==> src/rtl/gpu_instruction_encoder_pkg.sv <==
// ============================================================================
// Module      : gpu_instruction_encoder_pkg
// Description : Shared GPU definitions: geometry widths, opcodes, shape codes,
//               encoder state type and word-sequencing helper.
// Revision    : 1.0 - initial release
// ============================================================================
`default_nettype none

package gpu_instruction_encoder_pkg;

    localparam int WIDTH_BITS   = 10;
    localparam int HEIGHT_BITS  = 9;
    localparam int CHANNEL_BITS = 8;
    localparam int OPCODE_BITS  = 4;
    localparam int PARAM_BITS   = 25;
    localparam int XY_BITS      = WIDTH_BITS + HEIGHT_BITS;
    localparam int COLOR_BITS   = 3 * CHANNEL_BITS;

    localparam logic [OPCODE_BITS-1:0] OP_RESET       = 4'd0;
    localparam logic [OPCODE_BITS-1:0] OP_SET_XY1     = 4'd1;
    localparam logic [OPCODE_BITS-1:0] OP_SET_XY2     = 4'd2;
    localparam logic [OPCODE_BITS-1:0] OP_SET_RADIUS  = 4'd3;
    localparam logic [OPCODE_BITS-1:0] OP_DRAW_LINE   = 4'd4;
    localparam logic [OPCODE_BITS-1:0] OP_DRAW_RECT   = 4'd5;
    localparam logic [OPCODE_BITS-1:0] OP_DRAW_CIRCLE = 4'd6;

    typedef enum logic [1:0] {
        SHAPE_LINE   = 2'b00,
        SHAPE_RECT   = 2'b01,
        SHAPE_CIRCLE = 2'b10,
        SHAPE_RESET  = 2'b11
    } shape_t;

    typedef enum logic [2:0] {
        ST_IDLE = 3'd0,
        ST_XY1  = 3'd1,
        ST_XY2  = 3'd2,
        ST_RAD  = 3'd3,
        ST_DRAW = 3'd4
    } state_t;

    typedef struct packed {
        shape_t                  shape;
        logic [WIDTH_BITS-1:0]   x1;
        logic [HEIGHT_BITS-1:0]  y1;
        logic [WIDTH_BITS-1:0]   x2;
        logic [HEIGHT_BITS-1:0]  y2;
        logic [WIDTH_BITS-1:0]   rad;
        logic [CHANNEL_BITS-1:0] r;
        logic [CHANNEL_BITS-1:0] g;
        logic [CHANNEL_BITS-1:0] b;
    } req_t;

    // State that follows 'cur' once its word is consumed (or once accepted
    // from IDLE), skipping set_* states whose shadows already match.
    function automatic state_t next_in_sequence(
        input state_t cur,
        input shape_t shape,
        input logic   need_xy1,
        input logic   need_xy2,
        input logic   need_rad
    );
        if (cur == ST_DRAW) begin
            return ST_IDLE;
        end
        if (shape == SHAPE_RESET) begin
            return ST_DRAW;
        end
        if (cur == ST_IDLE && need_xy1) begin
            return ST_XY1;
        end
        if (cur == ST_IDLE || cur == ST_XY1) begin
            if (shape == SHAPE_CIRCLE && need_rad) begin
                return ST_RAD;
            end
            if (shape != SHAPE_CIRCLE && need_xy2) begin
                return ST_XY2;
            end
        end
        return ST_DRAW;
    endfunction

endpackage

`default_nettype wire

==> src/rtl/gpu_param_packer.sv <==
// ============================================================================
// Module      : gpu_param_packer
// Description : Combinational formatter mapping encoder state plus captured
//               request onto an opcode and zero-padded parameter word.
// Revision    : 1.0 - initial release
// ============================================================================
`default_nettype none

module gpu_param_packer
    import gpu_instruction_encoder_pkg::*;
(
    input  state_t                 state,
    input  req_t                   req,
    output logic [OPCODE_BITS-1:0] opcode,
    output logic [PARAM_BITS-1:0]  parameters
);

    always_comb begin
        opcode     = OP_RESET;
        parameters = '0;
        case (state)
            ST_XY1: begin
                opcode     = OP_SET_XY1;
                parameters = PARAM_BITS'({req.y1, req.x1});
            end
            ST_XY2: begin
                opcode     = OP_SET_XY2;
                parameters = PARAM_BITS'({req.y2, req.x2});
            end
            ST_RAD: begin
                opcode     = OP_SET_RADIUS;
                parameters = PARAM_BITS'(req.rad);
            end
            ST_DRAW: begin
                case (req.shape)
                    SHAPE_LINE:   opcode = OP_DRAW_LINE;
                    SHAPE_RECT:   opcode = OP_DRAW_RECT;
                    SHAPE_CIRCLE: opcode = OP_DRAW_CIRCLE;
                    default:      opcode = OP_RESET;
                endcase
                // The reset command carries no payload.
                if (req.shape != SHAPE_RESET) begin
                    parameters = PARAM_BITS'({req.r, req.g, req.b});
                end
            end
            default: begin
                opcode     = OP_RESET;
                parameters = '0;
            end
        endcase
    end

endmodule

`default_nettype wire

==> src/rtl/gpu_instruction_encoder.sv <==
// ============================================================================
// Module      : gpu_instruction_encoder
// Description : Turns draw requests into a stream of GPU command words,
//               suppressing set_* words whose shadowed value is unchanged.
// Revision    : 1.0 - initial release
// ============================================================================
`default_nettype none

module gpu_instruction_encoder
    import gpu_instruction_encoder_pkg::*;
(
    input  logic                    clk,
    input  logic                    n_rst,
    input  logic                    req_valid_i,
    output logic                    req_ready_o,
    input  logic [1:0]              req_shape_i,
    input  logic [WIDTH_BITS-1:0]   x1_i,
    input  logic [HEIGHT_BITS-1:0]  y1_i,
    input  logic [WIDTH_BITS-1:0]   x2_i,
    input  logic [HEIGHT_BITS-1:0]  y2_i,
    input  logic [WIDTH_BITS-1:0]   rad_i,
    input  logic [CHANNEL_BITS-1:0] r_i,
    input  logic [CHANNEL_BITS-1:0] g_i,
    input  logic [CHANNEL_BITS-1:0] b_i,
    input  logic                    stall_i,
    output logic [OPCODE_BITS-1:0]  opcode_o,
    output logic [PARAM_BITS-1:0]   parameters_o,
    output logic                    command_o,
    output logic                    busy_o
);

    state_t                 r_state;
    req_t                   r_req;
    logic                   r_need_xy1;
    logic                   r_need_xy2;
    logic                   r_need_rad;
    logic                   r_ready;
    logic                   r_command;
    logic [OPCODE_BITS-1:0] r_opcode;
    logic [PARAM_BITS-1:0]  r_params;

    logic [XY_BITS-1:0]     r_xy1;
    logic [XY_BITS-1:0]     r_xy2;
    logic [WIDTH_BITS-1:0]  r_rad;
    logic                   r_xy1_valid;
    logic                   r_xy2_valid;
    logic                   r_rad_valid;

    state_t                 w_state_nxt;
    req_t                   w_req_in;
    req_t                   w_req_nxt;
    logic                   w_need_xy1_nxt;
    logic                   w_need_xy2_nxt;
    logic                   w_need_rad_nxt;
    logic                   w_accept;
    logic                   w_consume;
    logic [OPCODE_BITS-1:0] w_opcode_nxt;
    logic [PARAM_BITS-1:0]  w_params_nxt;

    assign w_accept  = req_valid_i && r_ready;
    assign w_consume = r_command && !stall_i;

    always_comb begin
        w_req_in       = '0;
        w_req_in.shape = shape_t'(req_shape_i);
        w_req_in.x1    = x1_i;
        w_req_in.y1    = y1_i;
        w_req_in.x2    = x2_i;
        w_req_in.y2    = y2_i;
        w_req_in.rad   = rad_i;
        w_req_in.r     = r_i;
        w_req_in.g     = g_i;
        w_req_in.b     = b_i;
    end

    // Skip decisions are taken once at accept: the shadows only change by
    // consuming this same sequence's words, so the answer cannot go stale.
    always_comb begin
        w_state_nxt    = r_state;
        w_req_nxt      = r_req;
        w_need_xy1_nxt = r_need_xy1;
        w_need_xy2_nxt = r_need_xy2;
        w_need_rad_nxt = r_need_rad;
        if (w_accept) begin
            w_req_nxt      = w_req_in;
            w_need_xy1_nxt = !(r_xy1_valid && r_xy1 == {y1_i, x1_i});
            w_need_xy2_nxt = !(r_xy2_valid && r_xy2 == {y2_i, x2_i});
            w_need_rad_nxt = !(r_rad_valid && r_rad == rad_i);
            w_state_nxt    = next_in_sequence(ST_IDLE, w_req_in.shape,
                                              w_need_xy1_nxt, w_need_xy2_nxt,
                                              w_need_rad_nxt);
        end else if (w_consume) begin
            w_state_nxt = next_in_sequence(r_state, r_req.shape,
                                           r_need_xy1, r_need_xy2, r_need_rad);
        end
    end

    gpu_param_packer u_packer (
        .state      (w_state_nxt),
        .req        (w_req_nxt),
        .opcode     (w_opcode_nxt),
        .parameters (w_params_nxt)
    );

    always_ff @(posedge clk) begin
        if (!n_rst) begin
            r_state     <= ST_IDLE;
            r_req       <= '0;
            r_need_xy1  <= 1'b0;
            r_need_xy2  <= 1'b0;
            r_need_rad  <= 1'b0;
            r_ready     <= 1'b0;
            r_command   <= 1'b0;
            r_opcode    <= '0;
            r_params    <= '0;
            r_xy1_valid <= 1'b0;
            r_xy2_valid <= 1'b0;
            r_rad_valid <= 1'b0;
        end else begin
            r_state    <= w_state_nxt;
            r_req      <= w_req_nxt;
            r_need_xy1 <= w_need_xy1_nxt;
            r_need_xy2 <= w_need_xy2_nxt;
            r_need_rad <= w_need_rad_nxt;
            r_ready    <= (w_state_nxt == ST_IDLE);
            r_command  <= (w_state_nxt != ST_IDLE);
            r_opcode   <= w_opcode_nxt;
            r_params   <= w_params_nxt;
            if (w_consume) begin
                case (r_state)
                    ST_XY1: r_xy1_valid <= 1'b1;
                    ST_XY2: r_xy2_valid <= 1'b1;
                    ST_RAD: r_rad_valid <= 1'b1;
                    ST_DRAW: begin
                        if (r_req.shape == SHAPE_RESET) begin
                            r_xy1_valid <= 1'b0;
                            r_xy2_valid <= 1'b0;
                            r_rad_valid <= 1'b0;
                        end
                    end
                    default: ;
                endcase
            end
        end
    end

    // Shadow payloads carry no reset; they are qualified by the valid bits.
    always_ff @(posedge clk) begin
        if (w_consume) begin
            if (r_state == ST_XY1) r_xy1 <= {r_req.y1, r_req.x1};
            if (r_state == ST_XY2) r_xy2 <= {r_req.y2, r_req.x2};
            if (r_state == ST_RAD) r_rad <= r_req.rad;
        end
    end

    assign req_ready_o  = r_ready;
    assign command_o    = r_command;
    assign opcode_o     = r_opcode;
    assign parameters_o = r_params;
    assign busy_o       = (r_state != ST_IDLE);

endmodule

`default_nettype wire
==> config.mk <==
export PLATFORM = sky130hd
export DESIGN_NAME = gpu_instruction_encoder
export DESIGN_NICKNAME = d
export VERILOG_FILES = /design/src/rtl/gpu_instruction_encoder_pkg.sv /design/src/rtl/gpu_param_packer.sv /design/src/rtl/gpu_instruction_encoder.sv
export SDC_FILE = /design/constraint.sdc
export NUM_CORES = 1
export LEC_CHECK = 0
export CAP_MARGIN = 15
export CORE_AREA = 5 5 120 122
export DETAILED_ROUTE_END_ITERATION = 10
export DIE_AREA = 0 0 125 127
export GPL_ROUTABILITY_DRIVEN = 0
export PLACE_DENSITY = 0.79
export SLEW_MARGIN = 20
export SYNTH_ARGS = -nofsm -noshare
export SYNTH_HDL_FRONTEND = slang
export SYNTH_HIERARCHICAL = 1
export SYNTH_SLANG_ARGS = --single-unit
==> constraint.sdc <==
create_clock -name clk -period 4.1 [get_ports clk]
set_input_delay 0.82 -clock clk [delete_from_list [all_inputs] [get_ports clk]]
set_output_delay 0.82 -clock clk [all_outputs]
set_load 0.005 [all_outputs]
==> results.tsv, run 1 <==
metric	value	unit
worst-path-max-fanout	27	
period_minus_slack	3190	ps
vias	5263	
cts_inserted_buffers	17	
wl_met2	8530	microns
min_from	r_req[58]	
slew_headroom	28.8	%
placementRows	42	
yosys.area_share.simple	27.6	%
yosysSeqAreaShare	53.7	%
grt_remaining_overflow	0	
ys_ff_latch	162	
routed_wl	17100	microns
die_width	125	microns
start_util	53.0	%
grtUsageTotal	21.8	%
regArea	0.00372	sq mm
critPathLaunch	y1_i[3]	
h-tree-depth	4	
final_common_cell	nand2_1	
setup_tns	0	ps
highest_layer	met4	
leakage	0.00363	uW
place_area	0.00813	sq mm
syn-cell-area	0.00693	sq mm
powerDensity	561	mW/mm^2
clkTransAtPathRegs	60	ps
worst_pin_slew	1060	ps
synth-xor-area-share	6.06	%
rr_startpoint	r_xy1[13]	
cts_tree	done	
drtAntennaViolNets	0	
syn_avg_cell_area	9.50	sq um
cts_root_buf	clkbuf_16	
report.final.slew_viol_count	0	
synthCells	730	
final_cell_mix	228 x nand2_1, 114 x dfxtp_1, 110 x and2_1	
synth_top_family_by_area	simple AND/OR/NAND/NOR gates	
async_flop_share	0	%
finalSetupViolations	0	
synth_fa_ha_area_share	0	%
cts_sinks	162	
routedWlPerCell	16.8	microns
synthDistinctLibCells	50	
core_area	0.0131	sq mm
cts_setup_buffers	0	
cp_cell_sequence	clkdlybuf4s50_1, xnor2_1, nand4_1, nor3_2, o2111ai_1, o211ai_2, buf_4, nor3b_4, a22o_1, a21o_1, and2_1	
hold_violations	0	
met3_length	965	microns
multi_input_area	0.00298	sq mm
cts_buffer_depth	2	
drc_errors	0	
rsz0062_at_grt	false	
max_freq	0.314	GHz
drt-met1-wl	7010	microns
fillers	988	
reg2reg_to	parameters_o[15]	
io_pins	110	
synth-compound-area-share	7.67	%
cp-end-kind	register	
crit_arrival	3550	ps
reg2reg_depth	10	
antenna_found_initial	0	
peakVddDrop	0.284	mV
status	finished clean	
grt_max_degree	46	
dieHeight	127	microns
antenna_cells	0	
min_path_type	reg2reg	
synth-edff-count	48	
skew	9.41	ps
hold_buffers	0	
r2r_setup_slack	1390	ps
startpoint_type	primary input	
grt_pass1_wl	27400	microns
cts.repair.resized	0	
dp_hpwl	12300	microns
synth_ff_type	dfxtp_1	
slowest_delay	450	ps
synth_mux_area_share	1.44	%
max_cap_violations	0	
port_buffers	109	
drt_iter0_drc	420	
critical_path_required	4460	ps
design_area	0.00872	sq mm
min_period_over_period	77.8	%
die_area	0.0159	sq mm
crit_slowest_cell	nor3b_4	
criticalPathCategory	in2reg	
whs	430	ps
areaGrowthSynthToFinish	25.8	%
fin_nets	905	
routed_via_density	5.18	
first_pass_iters	5	
insertion_delay	420	ps
critPathCapture	parameters_o[15]	
drive_gt1_share	6.79	%
grt_pass1_vias	5341	
yosys_warnings	6	
-- cells in the mapped netlist (all sizes together), types with 2 or more instances --
| cell | instances | area, sq um |
|---|---|---|
| a211oi | 12 | 95.1 |
| dfxtp | 114 | 2280 |
| nor3b | 4 | 52.6 |
| o31ai | 2 | 20.0 |
| a21o | 20 | 150 |
| o21ai | 3 | 15.0 |
| a211o | 2 | 17.5 |
| buf | 14 | 118 |
| nand4 | 9 | 56.3 |
| clkbuf | 29 | 109 |
| xor2 | 12 | 105 |
| xnor2 | 36 | 315 |
| inv | 4 | 15.0 |
| o211a | 2 | 20.0 |
| and3 | 2 | 17.5 |
| nor4 | 5 | 50.1 |
| nand2b | 3 | 18.8 |
| and2 | 112 | 702 |
| nand2 | 229 | 860 |
| nor2 | 15 | 63.8 |
| nand3 | 6 | 35.0 |
| a22o | 9 | 78.8 |
| a21oi | 14 | 70.1 |
| nand4b | 2 | 17.5 |
| mux2i | 10 | 100 |
| edfxtp | 48 | 1440 |
-- worst min path at each step --
stage	to	slack, ps	cells past startpoint
after CTS	r_xy2[7]	430	0
after floorplan	r_rad[0]	410	0
final	r_xy1[15]	430	0
after global placement	r_rad[4]	410	0
after detailed placement	r_xy2[7]	410	0
after global routing	r_xy2[7]	430	0
-- layer usage --
layer / vias to the layer above / GRT usage (%)
met3: 41 / 4.67
met1: 2464 / 26.7
met2: 171 / 37.0
met4: 0 / 10.1
met5: - / 0
li1: 2587 / -
-- state kept, by name (all words and copies together) (netlist names) --
register and count:
r_xy1 19, opcode_o 4, r_req 74, r_need_xy1 1, r_xy2_valid 1, r_xy1_valid 1, r_rad 10, r_rad_valid 1
req_ready_o 1, r_need_xy2 1, r_xy2 19, command_o 1, r_state 3, parameters_o 25, r_need_rad 1
-- where the power goes --
group | leakage [uW] | internal, uW | switching (uW) | total, uW
clock network | 0.000281 | 946 | 612 | 1560
logic | 0.00197 | 607 | 774 | 1380
registers | 0.00137 | 1850 | 96.1 | 1950
-- final cells by class --
class	instances	share of cell area, %
sequential	162	42.7
multi-input combinational	522	34.2
timing repair buffer	120	13.7
clock buffer	26	6.00
tap	176	2.53
clock inverter	6	0.732
inverter	4	0.172
-- critical path: cells and delay by family --
| kind | cells | cell delay, ps |
|---|---|---|
| compound gates | 4 | 580 |
| xor+xnor | 1 | 250 |
| buf+inv | 2 | 790 |
| simple gates | 4 | 1090 |
-- per-stage QoR --
| stage | cells | util, % | power [uW] | setup WS (ps) |
|---|---|---|---|---|
| after floorplan | 731 | - | 2850 | 619 |
| after global placement | 984 | 62.2 | 3310 | 535 |
| after detailed placement | 984 | 62.2 | 3350 | 496 |
| after CTS | 1016 | 66.6 | 4900 | 919 |
| after global routing | 1016 | 66.6 | 5130 | 699 |
| final | 1016 | 66.6 | 4890 | 911 |
-- cell families after synthesis --
kind of cell    Yosys count
flops                   162
xor+xnor                 48
buf+inv                  47
other cells               1
simple gates            391
compound gates           71
mux                      10
(Power assumes the default switching activity.)
==> inputs of run 2 (changes only) <==
--- a/config.mk
+++ b/config.mk
@@ -6,11 +6,11 @@
 export NUM_CORES = 1
 export LEC_CHECK = 0
 export CAP_MARGIN = 15
-export CORE_AREA = 5 5 120 122
+export CORE_AREA = 5 5 127 129
 export DETAILED_ROUTE_END_ITERATION = 10
-export DIE_AREA = 0 0 125 127
+export DIE_AREA = 0 0 132 134
 export GPL_ROUTABILITY_DRIVEN = 0
-export PLACE_DENSITY = 0.79
+export PLACE_DENSITY = 0.74
 export SLEW_MARGIN = 20
 export SYNTH_ARGS = -nofsm -noshare
 export SYNTH_HDL_FRONTEND = slang
==> constraint.sdc (replaced) <==
create_clock -name clk -period 2.8 [get_ports clk]
set_input_delay 0.56 -clock clk [delete_from_list [all_inputs] [get_ports clk]]
set_output_delay 0.56 -clock clk [all_outputs]
set_load 0.005 [all_outputs]
==> run 2 against run 1 <==
Critical path depth up 1. Sequential cell count did not move. Critical endpoint is now parameters_o[12]. Largest power group unchanged. Die area rose by 11%.
==> results.tsv, run 2 (same netlist as run 1, synthesis figures left out) <==
metric	value	unit
status	finished clean	
reg2reg_to	parameters_o[8]	
grt_pass1_vias	5186	
period_minus_slack	2750	ps
critPathCapture	parameters_o[12]	
worst_pin_slew	581	ps
hold_buffers	0	
routed_wl	17800	microns
grt_pass1_wl	27900	microns
cp_cell_sequence	clkdlybuf4s50_1, xnor2_1, nand4_1, o31ai_4, nand3_2, a211oi_2, buf_4, nor3b_4, buf_4, a22o_1, a21o_1, and2_1	
die_width	132	microns
r2r_setup_slack	210	ps
skew	6.21	ps
hold_violations	0	
crit_slowest_cell	clkdlybuf4s50_1	
worst-path-max-fanout	9	
h-tree-depth	4	
start_util	46.5	%
path_common_cell	buf_4	
cts_buffer_depth	2	
drive_gt1_share	12.8	%
fin_cells	1078	
reg2reg_depth	11	
peakVddDrop	0.463	mV
critical_path_required	3120	ps
leakage	0.00409	uW
cts_sinks	162	
core_area	0.0149	sq mm
critPathLaunch	rad_i[2]	
grt_max_degree	56	
report.final.slew_viol_count	0	
insertion_delay	420	ps
antenna_cells	0	
drc_errors	0	
slowest_delay	510	ps
vias	5357	
final_common_cell	nand2_1	
die_area	0.0177	sq mm
dp_cells	1043	
port_buffers	109	
rr_startpoint	r_xy1[12]	
clkTransAtPathRegs	60	ps
max_freq	0.364	GHz
largest-register	r_req	
grtUsageTotal	20.1	%
min_path_type	reg2reg	
min_period_over_period	98.2	%
whs	427	ps
final_cell_mix	228 x nand2_1, 114 x dfxtp_1, 110 x and2_1	
cp-end-kind	register	
areaGrowthSynthToFinish	33.7	%
fillers	1224	
dieHeight	134	microns
dp_hpwl	12500	microns
slew_headroom	61.3	%
drtAntennaViolNets	0	
grt_remaining_overflow	0	
criticalPathCategory	in2reg	
fin_nets	955	
pre_cts_ws	-483	ps
finalSetupViolations	0	
largest_register_ffs	74	
setup_tns	0	ps
startpoint_type	primary input	
cts_inserted_buffers	17	
antenna_found_initial	0	
drt_iter0_drc	433	
cts_root_buf	clkbuf_16	
routedWlPerCell	16.5	microns
powerDensity	796	mW/mm^2
cts_tree	done	
crit_arrival	3070	ps
placementRows	45	
io_pins	110	
routed_via_density	4.97	
setup_ws	49.6	ps
max_cap_violations	0	
first_pass_iters	4	
run 2: metal layers:
layer,up-vias,track usage [%],share of wire [%]
met3,28,5.18,7.1
met5,-,0,0
met4,0,6.97,2.2
li1,2681,-,-
met1,2496,27.9,46
met2,152,30.7,45
run 2: timing repair:
action	4_1_cts	5_1_grt
cloned	0	1
setup endpoints to repair	12	24
pin swaps	1	23
setup buffers	1	1
gates resized for setup	3	31
run 2: worst min-delay path by stage:
| stage | end | cells after the start | startpoint |
|---|---|---|---|
| 2_1_floorplan | r_rad[0] | 0 | r_req[24] |
| 3_3_place_gp | r_xy1[9] | 0 | r_req[71] |
| 3_5_place_dp | r_xy2[5] | 0 | r_req[48] |
| 4_1_cts | r_xy2[5] | 0 | r_req[48] |
| 5_1_grt | r_rad[1] | 0 | r_req[25] |
| 6_report | r_xy1[7] | 0 | r_req[69] |
run 2: metrics by stage:
| stage | power [uW] | util [%] | area (sq um) |
|---|---|---|---|
| floorplan | 4180 | - | 6940 |
| CTS | 7390 | 61.1 | 9120 |
| finish | 7380 | 62.1 | 9270 |
| global placement | 5110 | 57.1 | 8520 |
| global route | 7770 | 62.1 | 9270 |
| detailed placement | 5130 | 57.1 | 8520 |
run 2: final cells by class:
class / instances / area, sq um / area share, %
repair buffers: 170 / 1660 / 17.9
clock buffers: 29 / 563 / 6.08
inverters: 4 / 15.0 / 0.162
clock inverters: 3 / 15.0 / 0.162
flip-flops and latches: 162 / 3720 / 40.2
well taps: 188 / 235 / 2.54
multi-input cells: 522 / 3050 / 33.0
run 2: where the power goes:
part	total [uW]	internal, uW	switching, uW
Clock	2220	1360	867
Sequential	2850	2710	139
Combinational	2310	1070	1240
run 2: worst max-delay path, delay by kind of cell:
family	cells	cell delay, ps
buf+inv	3	850
xor+xnor	1	130
simple gates	4	490
compound gates	4	1020
